**src/rtl/wb_ram_bridge_pkg.sv**
```systemverilog
// Shared types and helpers for the Wishbone-to-RAM bridge and its address decoder.
package wb_ram_bridge_pkg;

  typedef enum logic [1:0] {IDLE, REQ, WAIT, RESP} wb_ram_state_e;

  // A single bank still gets a one-bit index so the select field never collapses to zero width.
  function automatic int bank_idx_w(input int num_banks);
    return (num_banks <= 2) ? 1 : $clog2(num_banks);
  endfunction

endpackage

```
**src/rtl/wb_ram_bridge_if.sv**
```systemverilog
// Wishbone-classic request/response bundle between the interconnect and the RAM bridge.
interface wb_ram_bridge_if #(
  parameter int WB_ADDR_WIDTH = 32,
  parameter int DATA_WIDTH    = 32
);
  logic [WB_ADDR_WIDTH-1:0]  wb_addr_i;
  logic [DATA_WIDTH-1:0]     wb_wdata_i;
  logic [DATA_WIDTH/8-1:0]   wb_sel_i;
  logic                      wb_we_i;
  logic                      wb_stb_i;
  logic                      wb_cyc_i;
  logic                      wb_ack_o;
  logic                      wb_err_o;
  logic [DATA_WIDTH-1:0]     wb_rdata_o;

  modport slave (
    input  wb_addr_i, wb_wdata_i, wb_sel_i, wb_we_i, wb_stb_i, wb_cyc_i,
    output wb_ack_o, wb_err_o, wb_rdata_o
  );

  modport master (
    output wb_addr_i, wb_wdata_i, wb_sel_i, wb_we_i, wb_stb_i, wb_cyc_i,
    input  wb_ack_o, wb_err_o, wb_rdata_o
  );
endinterface

```
**src/rtl/wb_ram_bridge_decode.sv**
```systemverilog
// Combinational bank decode: bank field above the word address, miss on out-of-range bank or stray high bits.
module wb_ram_bridge_decode
  import wb_ram_bridge_pkg::*;
#(
  parameter int WB_ADDR_WIDTH  = 32,
  parameter int DATA_WIDTH     = 32,
  parameter int RAM_ADDR_WIDTH = 12,
  parameter int NUM_BANKS      = 2
) (
  input  logic [WB_ADDR_WIDTH-1:0]         addr,
  output logic [bank_idx_w(NUM_BANKS)-1:0] bank,
  output logic                             hit
);
  localparam int OFS    = $clog2(DATA_WIDTH/8);
  localparam int BANK_W = bank_idx_w(NUM_BANKS);
  localparam int TOP    = OFS + RAM_ADDR_WIDTH + BANK_W;

  logic [WB_ADDR_WIDTH-1:0] upper;
  logic                     unused_low;

  assign bank       = addr[OFS+RAM_ADDR_WIDTH +: BANK_W];
  assign upper      = addr >> TOP;
  assign hit        = ({1'b0, bank} < (BANK_W+1)'(NUM_BANKS)) && (upper == '0);
  assign unused_low = ^addr[OFS+RAM_ADDR_WIDTH-1:0];
endmodule

```
**src/rtl/wb_ram_bridge.sv**
```systemverilog
// Wishbone-classic slave fronting NUM_BANKS synchronous RAMs; one access at a time, registered outputs.
module wb_ram_bridge
  import wb_ram_bridge_pkg::*;
#(
  parameter int WB_ADDR_WIDTH  = 32,
  parameter int DATA_WIDTH     = 32,
  parameter int RAM_ADDR_WIDTH = 12,
  parameter int NUM_BANKS      = 2,
  parameter int READ_LATENCY   = 1
) (
  input  logic                             wb_clk_i,
  input  logic                             rst_ni,
  wb_ram_bridge_if.slave                   wb,
  output logic [RAM_ADDR_WIDTH-1:0]        ram_addr_o,
  output logic [DATA_WIDTH-1:0]            ram_wdata_o,
  output logic [DATA_WIDTH/8-1:0]          ram_be_o,
  output logic [NUM_BANKS-1:0]             ram_en_o,
  output logic [NUM_BANKS-1:0]             ram_we_o,
  input  logic [NUM_BANKS*DATA_WIDTH-1:0]  ram_rdata_i
);
  localparam int OFS    = $clog2(DATA_WIDTH/8);
  localparam int BANK_W = bank_idx_w(NUM_BANKS);
  localparam int CNT_W  = $clog2(READ_LATENCY+1);

  wb_ram_state_e       st;
  logic [BANK_W-1:0]   dec_bank, bank_q;
  logic                dec_hit;
  logic [CNT_W-1:0]    cnt;
  logic [DATA_WIDTH-1:0] rd_mux;
  logic                req;

  wb_ram_bridge_decode #(
    .WB_ADDR_WIDTH (WB_ADDR_WIDTH),
    .DATA_WIDTH    (DATA_WIDTH),
    .RAM_ADDR_WIDTH(RAM_ADDR_WIDTH),
    .NUM_BANKS     (NUM_BANKS)
  ) u_decode (
    .addr(wb.wb_addr_i),
    .bank(dec_bank),
    .hit (dec_hit)
  );

  assign req    = wb.wb_cyc_i & wb.wb_stb_i;
  assign rd_mux = ram_rdata_i[int'(bank_q)*DATA_WIDTH +: DATA_WIDTH];

  always_ff @(posedge wb_clk_i or negedge rst_ni) begin
    if (!rst_ni) begin
      st            <= IDLE;
      bank_q        <= '0;
      cnt           <= '0;
      ram_addr_o    <= '0;
      ram_wdata_o   <= '0;
      ram_be_o      <= '0;
      ram_en_o      <= '0;
      ram_we_o      <= '0;
      wb.wb_ack_o   <= 1'b0;
      wb.wb_err_o   <= 1'b0;
      wb.wb_rdata_o <= '0;
    end else begin
      case (st)
        IDLE: begin
          wb.wb_ack_o <= 1'b0;
          wb.wb_err_o <= 1'b0;
          if (req) begin
            if (dec_hit) begin
              ram_addr_o  <= wb.wb_addr_i[OFS +: RAM_ADDR_WIDTH];
              ram_wdata_o <= wb.wb_wdata_i;
              ram_be_o    <= wb.wb_sel_i;
              ram_en_o    <= NUM_BANKS'(1) << dec_bank;
              ram_we_o    <= wb.wb_we_i ? (NUM_BANKS'(1) << dec_bank) : '0;
              bank_q      <= dec_bank;
              st          <= REQ;
            end else begin
              wb.wb_err_o   <= 1'b1;
              wb.wb_rdata_o <= '0;
              st            <= RESP;
            end
          end
        end
        REQ: begin
          // Enables are a single-cycle pulse regardless of how REQ is left.
          ram_en_o <= '0;
          ram_we_o <= '0;
          if (!wb.wb_cyc_i) begin
            st <= IDLE;
          end else if (|ram_we_o) begin
            wb.wb_ack_o <= 1'b1;
            st          <= RESP;
          end else begin
            cnt <= CNT_W'(READ_LATENCY);
            st  <= WAIT;
          end
        end
        WAIT: begin
          if (!wb.wb_cyc_i) begin
            st <= IDLE;
          end else if (cnt == CNT_W'(1)) begin
            wb.wb_rdata_o <= rd_mux;
            wb.wb_ack_o   <= 1'b1;
            st            <= RESP;
          end else begin
            cnt <= cnt - CNT_W'(1);
          end
        end
        RESP: begin
          wb.wb_ack_o <= 1'b0;
          wb.wb_err_o <= 1'b0;
          st          <= IDLE;
        end
        default: begin
          wb.wb_ack_o <= 1'b0;
          wb.wb_err_o <= 1'b0;
          ram_en_o    <= '0;
          ram_we_o    <= '0;
          st          <= IDLE;
        end
      endcase
    end
  end
endmodule

```
**src/flat_wrapper.sv**
```systemverilog
// flat-port wrapper written by rule: the top's interface ports become plain ports
module wb_ram_bridge_flat import wb_ram_bridge_pkg::*;
#(
  parameter int WB_ADDR_WIDTH  = 32,
  parameter int DATA_WIDTH     = 32,
  parameter int RAM_ADDR_WIDTH = 12,
  parameter int NUM_BANKS      = 2,
  parameter int READ_LATENCY   = 1
)
  (wb_clk_i, rst_ni, ram_addr_o, ram_wdata_o, ram_be_o, ram_en_o, ram_we_o, ram_rdata_i, wb_wb_addr_i, wb_wb_wdata_i, wb_wb_sel_i, wb_wb_we_i, wb_wb_stb_i, wb_wb_cyc_i, wb_wb_ack_o, wb_wb_err_o, wb_wb_rdata_o);
  wb_ram_bridge_if #(.WB_ADDR_WIDTH(WB_ADDR_WIDTH), .DATA_WIDTH(DATA_WIDTH)) wb_i ();
  input  logic wb_clk_i;
  input  logic rst_ni;
  output logic [RAM_ADDR_WIDTH-1:0] ram_addr_o;
  output logic [DATA_WIDTH-1:0] ram_wdata_o;
  output logic [DATA_WIDTH/8-1:0] ram_be_o;
  output logic [NUM_BANKS-1:0] ram_en_o;
  output logic [NUM_BANKS-1:0] ram_we_o;
  input  logic [NUM_BANKS*DATA_WIDTH-1:0] ram_rdata_i;
  input wire logic [$bits(wb_i.wb_addr_i)-1:0] wb_wb_addr_i;
  input wire logic [$bits(wb_i.wb_wdata_i)-1:0] wb_wb_wdata_i;
  input wire logic [$bits(wb_i.wb_sel_i)-1:0] wb_wb_sel_i;
  input wire logic [$bits(wb_i.wb_we_i)-1:0] wb_wb_we_i;
  input wire logic [$bits(wb_i.wb_stb_i)-1:0] wb_wb_stb_i;
  input wire logic [$bits(wb_i.wb_cyc_i)-1:0] wb_wb_cyc_i;
  output wire logic [$bits(wb_i.wb_ack_o)-1:0] wb_wb_ack_o;
  output wire logic [$bits(wb_i.wb_err_o)-1:0] wb_wb_err_o;
  output wire logic [$bits(wb_i.wb_rdata_o)-1:0] wb_wb_rdata_o;
  assign wb_i.wb_addr_i = wb_wb_addr_i;
  assign wb_i.wb_wdata_i = wb_wb_wdata_i;
  assign wb_i.wb_sel_i = wb_wb_sel_i;
  assign wb_i.wb_we_i = wb_wb_we_i;
  assign wb_i.wb_stb_i = wb_wb_stb_i;
  assign wb_i.wb_cyc_i = wb_wb_cyc_i;
  assign wb_wb_ack_o = wb_i.wb_ack_o;
  assign wb_wb_err_o = wb_i.wb_err_o;
  assign wb_wb_rdata_o = wb_i.wb_rdata_o;
  wb_ram_bridge #(.WB_ADDR_WIDTH(WB_ADDR_WIDTH), .DATA_WIDTH(DATA_WIDTH), .RAM_ADDR_WIDTH(RAM_ADDR_WIDTH), .NUM_BANKS(NUM_BANKS), .READ_LATENCY(READ_LATENCY)) u_core (.wb_clk_i(wb_clk_i), .rst_ni(rst_ni), .wb(wb_i), .ram_addr_o(ram_addr_o), .ram_wdata_o(ram_wdata_o), .ram_be_o(ram_be_o), .ram_en_o(ram_en_o), .ram_we_o(ram_we_o), .ram_rdata_i(ram_rdata_i));
endmodule
```
**config.mk**
```make
export PLATFORM = sky130hd
export DESIGN_NAME = wb_ram_bridge_flat
export DESIGN_NICKNAME = d
export VERILOG_FILES = /design/src/rtl/wb_ram_bridge_pkg.sv /design/src/rtl/wb_ram_bridge_if.sv /design/src/rtl/wb_ram_bridge_decode.sv /design/src/rtl/wb_ram_bridge.sv /design/src/flat_wrapper.sv
export SDC_FILE = /design/constraint.sdc
export NUM_CORES = 1
export LEC_CHECK = 0
export BUFFER_PORTS_ARGS = -buffer_cell sky130_fd_sc_hd__clkbuf_2
export CAP_MARGIN = 20
export CORE_MARGIN = 2
export CORE_UTILIZATION = 49
export DETAILED_ROUTE_END_ITERATION = 12
export GPL_TIMING_DRIVEN = 1
export MAX_ROUTING_LAYER = met4
export PLACE_DENSITY = 0.91
export SETUP_SLACK_MARGIN = 0.15
export SYNTH_ARGS = -nofsm -noshare
export SYNTH_HDL_FRONTEND = slang
export SYNTH_SLANG_ARGS = --single-unit
```
**constraint.sdc**
```tcl
create_clock -name wb_clk_i -period 3.89 [get_ports wb_clk_i]
set_clock_uncertainty 0.15 [all_clocks]
set_input_delay 0.1945 -clock wb_clk_i [delete_from_list [all_inputs] [get_ports wb_clk_i]]
set_output_delay 0.1945 -clock wb_clk_i [all_outputs]
set_load 0.02 [all_outputs]
```
==> metrics.yaml <==
critical_path:
  critPathKind: "flip-flop to flip-flop"
  endpoint_kind: "flip-flop"
  max_stage_delay_ns: 0.60
  reg2reg_from: "u_core.st[0]$_DFFE_PN0P_"
  timing.rr.end: "u_core.ram_wdata_o[22]$_DFFE_PN0P_"
  worstPathArrival_ns: 2.69
  worst_path_max_delay_cell: "buf_4"
  crit_family: "buffers and inverters"
  r2r_cells: 6
  cp.required_ns: 3.96
  start_kind: "flip-flop"
  r2r_slack_ns: 1.27
  crit_buf_inv: 2
  critPathMaxFanout: 48
  worstPathCellList: "inv_1, ha_1, nand3_1, nor3_4, buf_4, mux2_2"
  cp-startpoint: "u_core.st[0]$_DFFE_PN0P_"
logic_synthesis:
  ys_ff_latch: 90
  synth_cell_types: 36
  ys.flop_type: "dfrtp_1"
  syn-instance-count: 311
  ys_seq_area_share_pct: 52.6
  yosysTopAreaCellShare_pct: 52.6
  ys.warnings.count: 0
  yosysTopAreaCell: "dfrtp_1"
  async_flop_share_pct: 100
  syn_area_per_cell_um2: 13.8
  synth_edf_count: 0
  yosys-top-cells-area: "dfrtp_1 53%, mux2_2 16%, mux2i_1 7.7%"
  synth_common_cells: "90 x dfrtp_1, 62 x mux2_2, 33 x mux2i_1, 33 x nor2b_1, 18 x mux2_4"
  synth_area_mm2: 0.00428
  syn-num-nets: 453
  yosysMostFrequentCell: "dfrtp_1"
floorplan:
  die_w_um: 97.5
  die_height_um: 97.5
  start_util_pct: 49.9
  rows: 34
  core_mm2: 0.00859
  design.die.area_mm2: 0.00951
  ios: 223
clock_tree:
  htree_levels: 3
  clk_pin_slew_ns: 0.09
  cts_hold_buf: 52
  cts-resized-gates: 0
  worstSkewPairLatency_ns: 0.34
  numCtsBuffers: 9
  clockBufferDepth: 2
  cts_tree: "yes"
  post_cts_buffers: 0
  clkSinkCount: 90
  cts_root_buf: "clkbuf_8"
pwr:
  cellLeakagePower_nw: 3.23
  p_per_area_mw_per_mm2: 493
  ir_worst_vdd_mv: 0.260
timing:
  period_share_pct: 67.4
  fin_setup_tns_ns: 0
  rsz0062_at_grt: "false"
  setup_violations: 0
  period_minus_slack_ns: 2.62
  finalHoldViolCount: 0
  slew_violations: 0
  tightest_slew_ns: 0.913
  worst_slack_ns: 1.27
  slew_headroom_pct: 39.2
  clock.fmax_mhz: 381
global_route:
  grt_max_degree: 91
  grt_pass1_vias: 3818
  grt_use_total_pct: 25.5
  grt_pass1_wl_mm: 18.8
  antenna_found_initial: 0
  overflow: 0
cells_and_area:
  final_core_util_pct: 71.8
  layout.nets: 722
  fillers: 579
  drive_above_1_share_pct: 55.6
  syn2layout_area_growth_pct: 44.1
  antenna_cells: 0
  fin_area_mm2: 0.00617
worst_hold_path:
  min_to: "u_core.wb.wb_err_o$_DFFE_PN0N_"
  hold_path_startpoint: "wb_wb_stb_i"
  hold_class: "primary input to flip-flop"
  min_path_cells: 3
detailed_routing:
  firstDrtPassIters: 4
  drc: 0
  avgViaCountPerCell: 5.18
  drt-initial-drc-count: 101
  wl_per_cell_um: 17.3
  via_count: 3591
  routed_wl_mm: 12.0
  antenna_left: 0
status:
  status: "finished, final reports clean"
placed_design:
  placed_cell_area_mm2: 0.00542
  dpl.hpwl_mm: 7.22
  port_buffers: 220
  post-place-ws_ns: 1.32
  place.gp.congestion: 0.770
flow_run:
  cap_violations: 0
==> layout make-up <==
| type | count | area (um^2) | area share (%) |
|---|---|---|---|
| sequential | 90 | 2250 | 36.5 |
| multi-input combinational | 199 | 1890 | 30.6 |
| timing repair buffer | 276 | 1670 | 27.1 |
| clock buffer | 11 | 141 | 2.29 |
| tap | 108 | 135 | 2.19 |
| clock inverter | 5 | 62.6 | 1.01 |
| inverter | 4 | 15.0 | 0.243 |
==> kinds of logic (layout without fill, tap and decap cells) <==
group / after synthesis / count (layout) / share of synthesized area, %
DFF: 90 / 90 / 52.6
buffers and inverters: 22 / 296 / 3.42
AOI/OAI and AO/OA: 22 / 22 / 3.65
and+or+nand+nor: 57 / 57 / 8.06
adders and majority gates: 5 / 5 / 1.46
muxes: 115 / 115 / 30.8
==> layout by cell type (no fill, tap or decap), types with 2 or more instances in the layout <==
| master | count |
|---|---|
| a21oi_1 | 2 |
| buf_4 | 4 |
| clkbuf_2 | 219 |
| clkbuf_8 | 10 |
| clkinvlp_4 | 2 |
| dfrtp_1 | 89 |
| dlygate4sd3_1 | 52 |
| ha_1 | 5 |
| inv_1 | 4 |
| mux2_1 | 2 |
| mux2_2 | 62 |
| mux2_4 | 18 |
| mux2i_1 | 33 |
| nand2_1 | 3 |
| nand3_1 | 5 |
| nor2_1 | 7 |
| nor2b_1 | 33 |
| nor4_2 | 2 |
| o211ai_1 | 6 |
| o21ai_0 | 3 |
| o221ai_1 | 2 |
| o31ai_1 | 2 |
==> stage by stage <==
| step | cells | power (mW) | hold WS, ns |
|---|---|---|---|
| after floorplan | 311 | 1.96 | -0.251 |
| after global placement | 624 | 2.29 | 0.264 |
| after detailed placement | 624 | 2.34 | 0.271 |
| after CTS | 692 | 3.04 | 0.00530 |
| after global routing | 693 | 3.20 | 0.0243 |
| final | 693 | 3.05 | 0.0364 |
==> registers in the layout (all words and copies together) (netlist names) <==
register / cells
u_core.ram_addr_o: 12
u_core.wb.wb_rdata_o: 32
u_core.ram_we_o: 2
u_core.ram_be_o: 4
u_core.cnt: 1
u_core.wb.wb_ack_o: 1
u_core.ram_wdata_o: 32
u_core.wb.wb_err_o: 1
u_core.ram_en_o: 2
u_core.st: 2
u_core.bank_q: 1
==> report_power, final <==
part	internal (mW)	switching, mW
Combinational	0.524	0.632
Clock	0.319	0.342
Sequential	1.13	0.104
Total	1.97	1.08
==> worst min-delay path: cells and delay by family <==
family,cells,cell delay [ns]
buffers and inverters,1,0.12
AO/OA/AOI/OAI,1,0.08
AND/OR/NAND/NOR,1,0.10
==> layer usage <==
metal  global-route usage (%)  part of all wire (%)  routed length, um
met2                     46.9                    55               6600
met3                     5.40                   5.8                694
met4                     9.19                   3.2                380
met1                     26.8                    36               4290
met5                        -                     0                  0
==> how the worst max path moves through the flow <==
stage | cells after the start | slack [ns] | end
6_report | 6 | 1.27 | u_core.ram_wdata_o[22]$_DFFE_PN0P_
5_1_grt | 6 | 1.12 | u_core.ram_wdata_o[22]$_DFFE_PN0P_
4_1_cts | 6 | 1.30 | u_core.ram_wdata_o[22]$_DFFE_PN0P_
3_5_place_dp | 6 | 1.32 | u_core.ram_wdata_o[23]$_DFFE_PN0P_
3_3_place_gp | 6 | 1.40 | u_core.ram_wdata_o[20]$_DFFE_PN0P_
2_1_floorplan | 8 | 1.85 | u_core.wb.wb_rdata_o[0]$_DFFE_PN0P_
Power figures use the tool's default switching activity.
